--- src/rtl/codificador_botoes.sv ---
// Keyboard front-end: synchronizes and debounces 12 note keys plus right/left/enter
// buttons, then encodes the held note key into a 4-bit code (0 = none, i+1 = key i).
// Latency: a stable input change shows on the outputs DEBOUNCE_CYCLES+4 edges later.
// No flow control: inputs are sampled every cycle and outputs are registered levels.
//
// Ports:
//   clock, reset            rising-edge clock, asynchronous active-high reset
//   botoes[11:0]            raw note keys, active-high
//   right_arrow, left_arrow, enter   raw buttons, active-high
//   botoes_encoded[3:0]     locked note code, 0 when no note is locked
//   *_pressed               debounced button levels
//   multiplas               more than one debounced note key is high
module codificador_botoes #(
  parameter int CLOCK_FREQ      = 50_000_000,
  parameter int DEBOUNCE_CYCLES = CLOCK_FREQ / 100
) (
  input  logic        clock,
  input  logic        reset,
  input  logic [11:0] botoes,
  input  logic        right_arrow,
  input  logic        left_arrow,
  input  logic        enter,
  output logic [3:0]  botoes_encoded,
  output logic        right_arrow_pressed,
  output logic        left_arrow_pressed,
  output logic        enter_pressed,
  output logic        multiplas
);

  localparam int CW = (DEBOUNCE_CYCLES > 1) ? $clog2(DEBOUNCE_CYCLES) : 1;
  localparam logic [CW-1:0] CNT_MAX = CW'(DEBOUNCE_CYCLES - 1);

  typedef enum logic {OCIOSO, TECLA} estado_t;

  logic [14:0] raw;
  assign raw = {enter, left_arrow, right_arrow, botoes};

  logic [14:0]   s1_q, s1_d, s2_q, s2_d;
  logic [14:0]   cand_q, cand_d, deb_q, deb_d;
  logic [CW-1:0] cnt_q, cnt_d;
  estado_t       state_q, state_d;
  logic [3:0]    idx_q, idx_d, enc_q, enc_d;
  logic          mult_q, mult_d;
  logic [2:0]    btn_q, btn_d;

  logic [11:0]   notas;
  logic [3:0]    ones;
  logic          low_vld;
  logic [3:0]    low_idx;

  always_comb begin
    // Synchronizer
    s1_d = raw;
    s2_d = s1_q;

    // Shared debounce window: any bit change restarts it for every bit,
    // and the counter parks at CNT_MAX so it can never wrap.
    cand_d = cand_q;
    cnt_d  = cnt_q;
    deb_d  = deb_q;
    if (s2_q != cand_q) begin
      cand_d = s2_q;
      cnt_d  = '0;
    end else if (cnt_q == CNT_MAX) begin
      deb_d = cand_q;
    end else begin
      cnt_d = cnt_q + CW'(1);
    end

    notas = deb_q[11:0];
    btn_d = deb_q[14:12];

    ones = '0;
    for (int i = 0; i < 12; i++) begin
      ones = ones + {3'b000, notas[i]};
    end
    mult_d = (ones > 4'd1);

    // Descending scan so the lowest set index is the one left standing.
    low_vld = 1'b0;
    low_idx = '0;
    for (int i = 11; i >= 0; i--) begin
      if (notas[i]) begin
        low_vld = 1'b1;
        low_idx = 4'(i);
      end
    end

    state_d = state_q;
    idx_d   = idx_q;
    enc_d   = enc_q;
    case (state_q)
      OCIOSO: begin
        if (low_vld) begin
          state_d = TECLA;
          idx_d   = low_idx;
          enc_d   = low_idx + 4'd1;
        end else begin
          enc_d = 4'd0;
        end
      end
      TECLA: begin
        // Other keys are ignored while the locked one is held; on release we
        // always pass through OCIOSO, giving at least one cycle of code 0.
        if (!notas[idx_q]) begin
          state_d = OCIOSO;
          enc_d   = 4'd0;
        end
      end
      default: begin
        state_d = OCIOSO;
        enc_d   = 4'd0;
      end
    endcase
  end

  always_ff @(posedge clock or posedge reset) begin
    if (reset) begin
      s1_q    <= '0;
      s2_q    <= '0;
      cand_q  <= '0;
      cnt_q   <= '0;
      deb_q   <= '0;
      state_q <= OCIOSO;
      idx_q   <= '0;
      enc_q   <= '0;
      mult_q  <= 1'b0;
      btn_q   <= '0;
    end else begin
      s1_q    <= s1_d;
      s2_q    <= s2_d;
      cand_q  <= cand_d;
      cnt_q   <= cnt_d;
      deb_q   <= deb_d;
      state_q <= state_d;
      idx_q   <= idx_d;
      enc_q   <= enc_d;
      mult_q  <= mult_d;
      btn_q   <= btn_d;
    end
  end

  assign botoes_encoded      = enc_q;
  assign multiplas           = mult_q;
  assign right_arrow_pressed = btn_q[0];
  assign left_arrow_pressed  = btn_q[1];
  assign enter_pressed       = btn_q[2];

endmodule

--- config.mk ---
export PLATFORM = sky130hd
export DESIGN_NAME = codificador_botoes
export DESIGN_NICKNAME = d
export VERILOG_FILES = /design/src/rtl/codificador_botoes.sv
export SDC_FILE = /design/constraint.sdc
export NUM_CORES = 1
export LEC_CHECK = 0
export BUFFER_PORTS_ARGS = -buffer_cell sky130_fd_sc_hd__buf_2
export CAP_MARGIN = 20
export CORE_MARGIN = 2
export CORE_UTILIZATION = 59
export DETAILED_ROUTE_END_ITERATION = 10
export PLACE_DENSITY = 0.78
export SLEW_MARGIN = 10
export SYNTH_ARGS = -nofsm -noshare
export SYNTH_HDL_FRONTEND = slang
export SYNTH_SLANG_ARGS = --single-unit
--- constraint.sdc ---
create_clock -name clock -period 7.65 [get_ports clock]
set_input_delay 1.53 -clock clock [delete_from_list [all_inputs] [get_ports clock]]
set_output_delay 1.53 -clock clock [all_outputs]
set_load 0.02 [all_outputs]
==> qor.yml, run 1 <==
status:
  status: "finished, final reports clean"
floorplanning:
  die_h_microns: 85.5
  rows: 29
  boundaryPins: 25
  fp.dieArea_sq_um: 7310
  die_w_microns: 85.5
  initial_utilization_pct: 61.4
  core_area_sq_um: 6390
drt:
  ant_nets: 0
  dr.pass1.iters: 4
  remaining_drc_errors: 0
  finalWirelength_mm: 5.92
  routed-via-count: 2209
  wl_per_cell_microns: 14.6
  via_per_inst: 5.43
  drtIter0Drc: 131
finish:
  mostFrequentLayoutCells: "dfrtp_1 (92), nor2_1 (32), buf_2 (24)"
  nets: 355
  multi_input_area_sq_um: 1460
  register_area_sq_um: 2300
  area_delta_synth_final_pct: 8.94
  fillers: 460
  final_common_cell: "dfrtp_1"
  drive_gt1_share_pct: 21.2
  num_antenna_cells: 0
cts:
  post_cts_resized: 0
  cts_buffers: 9
  cts_setup_buffers: 0
  cts_tree: "built"
  htree_levels: 3
  path_clk_slew_ps: 90
  clk_latency_ps: 350
  cts_sinks: 92
  hold_buffers: 0
  clockBufferDepth: 2
  root_buffer: "clkbuf_8"
synth:
  synth_cell_type_count: 47
  ys_warn_count: 0
  synthesis.area_sq_um: 3920
  ys_ff_latch: 92
  synth_edf_count: 0
  synthesis.instances: 306
  ys_async_sr_fraction_pct: 100
  synth_nets: 336
  ys_seq_area_share_pct: 58.7
  postSynthAreaPerCell_sq_um: 12.8
  yosys_most_used_dff: "dfrtp_1"
sta:
  fin_crit_ps: 3430
  worst_pin_slew_ps: 707
  fmax_ghz: 0.292
  holdWs_ps: 354
  setup_viol: 0
  finalCritPeriodShare_pct: 44.8
  slew_headroom_pct: 52.4
  rsz0062_at_grt: "false"
  finalSetupTns_ps: 0
  clock_skew_ps: 6.97
  drv_slew: 0
  hold_viol: 0
setup_path:
  crit_chain: "inv_1, fa_1, fa_1, fa_1, fa_1, inv_1, ha_1, fa_1, o21ai_0, nand2_1"
  slowest_delay_ps: 540
  crit_arrival_ps: 3670
  cp_max_fo: 6
  required_ps: 7900
  crit_top_cell: "fa_1"
  rrSetupSlack_ps: 4220
  critPathCaptureType: "register"
  slowest_stage: "fa_1"
  crit_type: "reg -> reg"
  worstSetupStartpointType: "register"
power:
  p_per_area_nw_per_um2: 195
  clkPwrFrac_pct: 36.4
  swShare_pct: 24.0
  p_switching_mw: 0.200
  pwr-share-comb_pct: 2.8
  peakVddDrop_mv: 0.154
  seqPwrFrac_pct: 60.7
  intPower_mw: 0.632
  p_leak_nw: 1.98
global_route:
  grt_pass1_vias: 2239
  grt.busiest_layer: "met2"
  grt_first_pass_wirelength_mm: 10.4
  grt_max_degree: 93
  antenna_found_initial: 0
  use_met2_pct: 26.7
  overflow: 0
  met1_usage_pct: 26.5
  grtUsageMet3_pct: 3.46
  grt_usage_pct: 18.3
place:
  port_buffers: 24
  hpwl_mm: 4.11
  place_congestion: 1.02
min_path:
  hp-class: "reg -> reg"
run:
  cap_violations: 0
-- critical path: cells and delay by family (launching register included) --
kind                       cells  cell delay [ps]
adders and majority gates      6             2510
DFF                            1              460
buffers and inverters          2              150
AOI/OAI and AO/OA              1              150
and+or+nand+nor                1               70
-- layer usage --
layer	part of all wire (%)	wire length, microns	vias to the layer above
met1	47	2810	1080
met3	3.9	231	16
li1	-	-	1052
met5	0	0	-
met4	2.5	148	0
met2	46	2730	61
-- flip-flops by register name, indices dropped and copies added, names as in the netlist --
name            flops
cand_q             15
btn_q               3
idx_q               4
botoes_encoded      4
s2_q               15
deb_q              15
s1_q               15
state_q             1
cnt_q              19
multiplas           1
-- stage by stage --
stage,std cells,util [%],setup WS [ps],cell area (sq um),power (mW)
6_report,407,66.9,4220,4270,0.831
5_1_grt,407,66.9,3990,4270,0.867
4_1_cts,406,66.4,4200,4240,0.839
3_5_place_dp,390,63.6,4210,4060,0.538
3_3_place_gp,390,63.6,4320,4060,0.536
2_1_floorplan,306,-,3730,3920,0.530
-- power by group through the flow --
stage / clock network [mW] / logic [mW] / registers (mW)
after global placement: 0 / 0.0222 / 0.514
after floorplan: 0 / 0.0173 / 0.513
after global routing: 0.334 / 0.0272 / 0.506
final: 0.303 / 0.0237 / 0.505
after detailed placement: 0 / 0.0228 / 0.515
after CTS: 0.311 / 0.0229 / 0.505
-- final cells by class --
class / count / share of cell area (%)
Sequential cell: 92 / 53.9
Multi-Input combinational cell: 175 / 34.1
Timing Repair Buffer: 26 / 3.63
Clock buffer: 9 / 2.90
Tap cell: 77 / 2.26
Inverter: 21 / 1.88
Clock inverter: 7 / 1.32
-- path summary, 6_finish.rpt --
kind / startpoint / to / cells after the start
setup / recovery: deb_q[3] / multiplas / 10
min in group asynchronous: reset / cnt_q[3] / 3
max in group asynchronous: reset / s1_q[6] / 4
hold reg to reg: s1_q[11] / s2_q[11] / 0
hold / removal: s1_q[11] / s2_q[11] / 0
setup reg to reg: deb_q[3] / multiplas / 10
-- cells by family (layout without fill, tap and decap cells) --
kind of cell    after synthesis  in the layout  share of synthesized area, %
mux                          21             21                          7.98
compound gates               23             23                          3.74
simple gates                 85             85                          12.6
flops                        92             92                          58.7
xor+xnor                     33             33                          7.37
buf+inv                      39             63                          4.12
fa+ha+maj                    13             13                          5.49
-- Yosys cell counts (4+ instances only) --
master,count,area (sq um)
nand4_1,6,37.5
o21ai_0,8,40.0
inv_1,21,78.8
clkbuf_1,16,60.1
nor2_1,32,120
fa_1,7,140
nand2_1,12,45.0
ha_1,6,75.1
xor2_1,11,96.3
and3_1,4,25.0
nand3_1,4,20.0
mux2_4,10,150
dfrtp_1,92,2300
xnor2_1,22,193
mux2_2,6,67.6
a21oi_1,4,20.0
Note: power is estimated with default switching activity, not from simulation.
==> run 2, diff against run 1 <==
--- a/config.mk
+++ b/config.mk
@@ -5,6 +5,7 @@
 export SDC_FILE = /design/constraint.sdc
 export NUM_CORES = 1
 export LEC_CHECK = 0
+export ABC_AREA = 1
 export BUFFER_PORTS_ARGS = -buffer_cell sky130_fd_sc_hd__buf_2
 export CAP_MARGIN = 20
 export CORE_MARGIN = 2
==> constraint.sdc (replaced) <==
create_clock -name clock -period 3.2 [get_ports clock]
set_input_delay 0.64 -clock clock [delete_from_list [all_inputs] [get_ports clock]]
set_output_delay 0.64 -clock clock [all_outputs]
set_load 0.02 [all_outputs]
==> qor.yml, run 2 <==
synth:
  ys_seq_area_share_pct: 56.9
  synth_cell_type_count: 36
  synthesis.instances: 404
  yosys_most_used_dff: "dfrtp_1"
  ys_warn_count: 0
  synth_top_area_share_pct: 56.9
  synth_edf_count: 0
  synth_nets: 434
  postSynthAreaPerCell_sq_um: 10.0
  synthTopCellsByArea: "dfrtp_1 (57%), nand2_1 (6.7%), nand3_1 (4.3%)"
  synth.most_common_cell: "dfrtp_1"
  ys_async_sr_fraction_pct: 100
  ys_ff_latch: 92
  ys_top_cells_by_count: "dfrtp_1 (92), nand2_1 (72), inv_1 (46)"
  synthesis.area_sq_um: 4050
  synth_top_area_cell: "dfrtp_1"
power:
  p_leak_nw: 2.22
  p_per_area_nw_per_um2: 456
  p_total_mw: 2.03
  peakVddDrop_mv: 0.407
finish:
  register_area_sq_um: 2300
  drive_gt1_share_pct: 18.1
  mostFrequentLayoutCells: "dfrtp_1 (92), nand2_1 (72), inv_1 (41)"
  num_antenna_cells: 0
  largest_reg_flops: 19
  multi_input_area_sq_um: 1450
  fin_area_sq_um: 4460
  largest_register: "cnt_q"
  nets: 457
  area_delta_synth_final_pct: 10.2
  final_common_cell: "dfrtp_1"
  fillers: 505
setup_path:
  timing.critical_path.buf_inv: 2
  cp_max_fo: 2
  crit_family: "adder cells"
  slowest_delay_ps: 540
  worstSetupStartpointType: "register"
  worstReg2RegEnd: "multiplas"
  worst-r2r-cell-count: 10
  crit_type: "reg -> reg"
  crit_top_cell: "fa_1"
  crit_arrival_ps: 3590
  slowest_stage: "fa_1"
  critPathCaptureType: "register"
  required_ps: 3430
  r2r-start: "deb_q[5]"
  rrSetupSlack_ps: -160
  crit_chain: "fa_1, inv_1, fa_1, fa_1, fa_1, inv_1, ha_2, fa_1, nor2_1, o211ai_1"
cts:
  hold_buffers: 0
  cts_buffers: 9
  cts_tree: "built"
  clk_latency_ps: 350
  htree_levels: 3
  root_buffer: "clkbuf_8"
  path_clk_slew_ps: 90
  clockBufferDepth: 2
  cts_sinks: 92
drt:
  dr.pass1.iters: 4
  remaining_drc_errors: 0
  routed-via-count: 2708
  ant_nets: 0
  finalWirelength_mm: 6.89
  wl_per_cell_microns: 13.5
  via_per_inst: 5.29
  drtIter0Drc: 255
place:
  hpwl_mm: 4.98
  port_buffers: 24
  place_area_sq_um: 4250
  place_congestion: 0.883
min_path:
  min_delay_path_depth: 0
  min_to: "s2_q[9]"
  hp-class: "reg -> reg"
  holdCritStartpoint: "s1_q[9]"
status:
  violations: "setup timing"
  status: "finished with violations"
sta:
  fmax_ghz: 0.298
  setup_viol: 1
  finalSetupTns_ps: -159
  drv_slew: 0
  hold_viol: 0
  clock_skew_ps: 13.6
  finalCritPeriodShare_pct: 105
  rsz0062_at_grt: "true"
  slew_headroom_pct: 65.6
  setup_ws_ps: -159
  worst_pin_slew_ps: 512
  fin_crit_ps: 3360
floorplanning:
  die_w_microns: 86.8
  rows: 30
  fp.dieArea_sq_um: 7540
  boundaryPins: 25
  initial_utilization_pct: 60.3
  core_area_sq_um: 6720
  die_h_microns: 86.8
global_route:
  grt_max_degree: 93
  use_met2_pct: 34.0
  grt_pass1_vias: 2693
  grt.busiest_layer: "met2"
  antenna_found_initial: 0
  overflow: 0
  grtUsageMet3_pct: 3.52
  grt_usage_pct: 20.7
  grt_first_pass_wirelength_mm: 12.1
  met1_usage_pct: 27.9
run:
  cap_violations: 0
run 2: kinds of logic (layout without fill, tap and decap cells):
logic type | count (synthesis) | count (layout) | synth area share (%)
simple gates | 156 | 156 | 19.3
xor+xnor | 17 | 17 | 3.68
flops | 92 | 92 | 56.9
compound gates | 51 | 51 | 7.42
buf+inv | 75 | 103 | 7.48
fa+ha+maj | 13 | 13 | 5.32
run 2: how the worst max path moves through the flow:
stage / start / to / slack [ps] / cells after the start
floorplan: deb_q[5] / multiplas / -100 / 10
global route: deb_q[0] / multiplas / -270 / 10
detailed placement: deb_q[5] / multiplas / -190 / 10
finish: deb_q[5] / multiplas / -160 / 10
global placement: deb_q[5] / multiplas / -100 / 10
CTS: deb_q[5] / multiplas / -180 / 10
run 2: worst register-to-register path: stages (launching register included):
cell	delay, ps
dfrtp_1	410
fa_1	540
inv_1	50
fa_1	500
fa_1	430
fa_1	500
inv_1	40
ha_2	170
fa_1	420
nor2_1	100
o211ai_1	90
run 2: repair_timing:
item / in CTS / in global routing
resized for setup: 3 / 2
buffers inserted: 0 / 1
endpoints found under the setup margin: 1 / 1
pin swaps: 1 / 1
run 2: routing by layer:
layer,share of wire (%),vias to the layer above
met4,1.3,0
met5,0,-
met2,51,52
met3,3.6,7
met1,44,1307
li1,-,1342
run 2: metrics by stage:
step           instances  util (%)  worst slack (ps)  hold slack, ps
2_1_floorplan        404         -             -96.7             331
3_3_place_gp         495      63.3             -96.4             331
3_5_place_dp         495      63.3              -189             335
4_1_cts              511      66.3              -177             355
5_1_grt              512      66.4              -275             362
6_report             512      66.4              -159             350
run 2: power breakdown:
part,switching [mW],leakage [nW],internal (mW)
Sequential,0.0160,1.18,1.19
Combinational,0.0305,0.942,0.0223
Clock,0.409,0.101,0.367
run 2: final cells by class:
cell class                 count  area share [%]
sequential                    92            51.6
multi-input combinational    237            32.4
timing repair buffer          35            4.82
inverter                      52            4.43
clock buffer                   9            2.78
tap                           80            2.24
clock inverter                 7            1.71
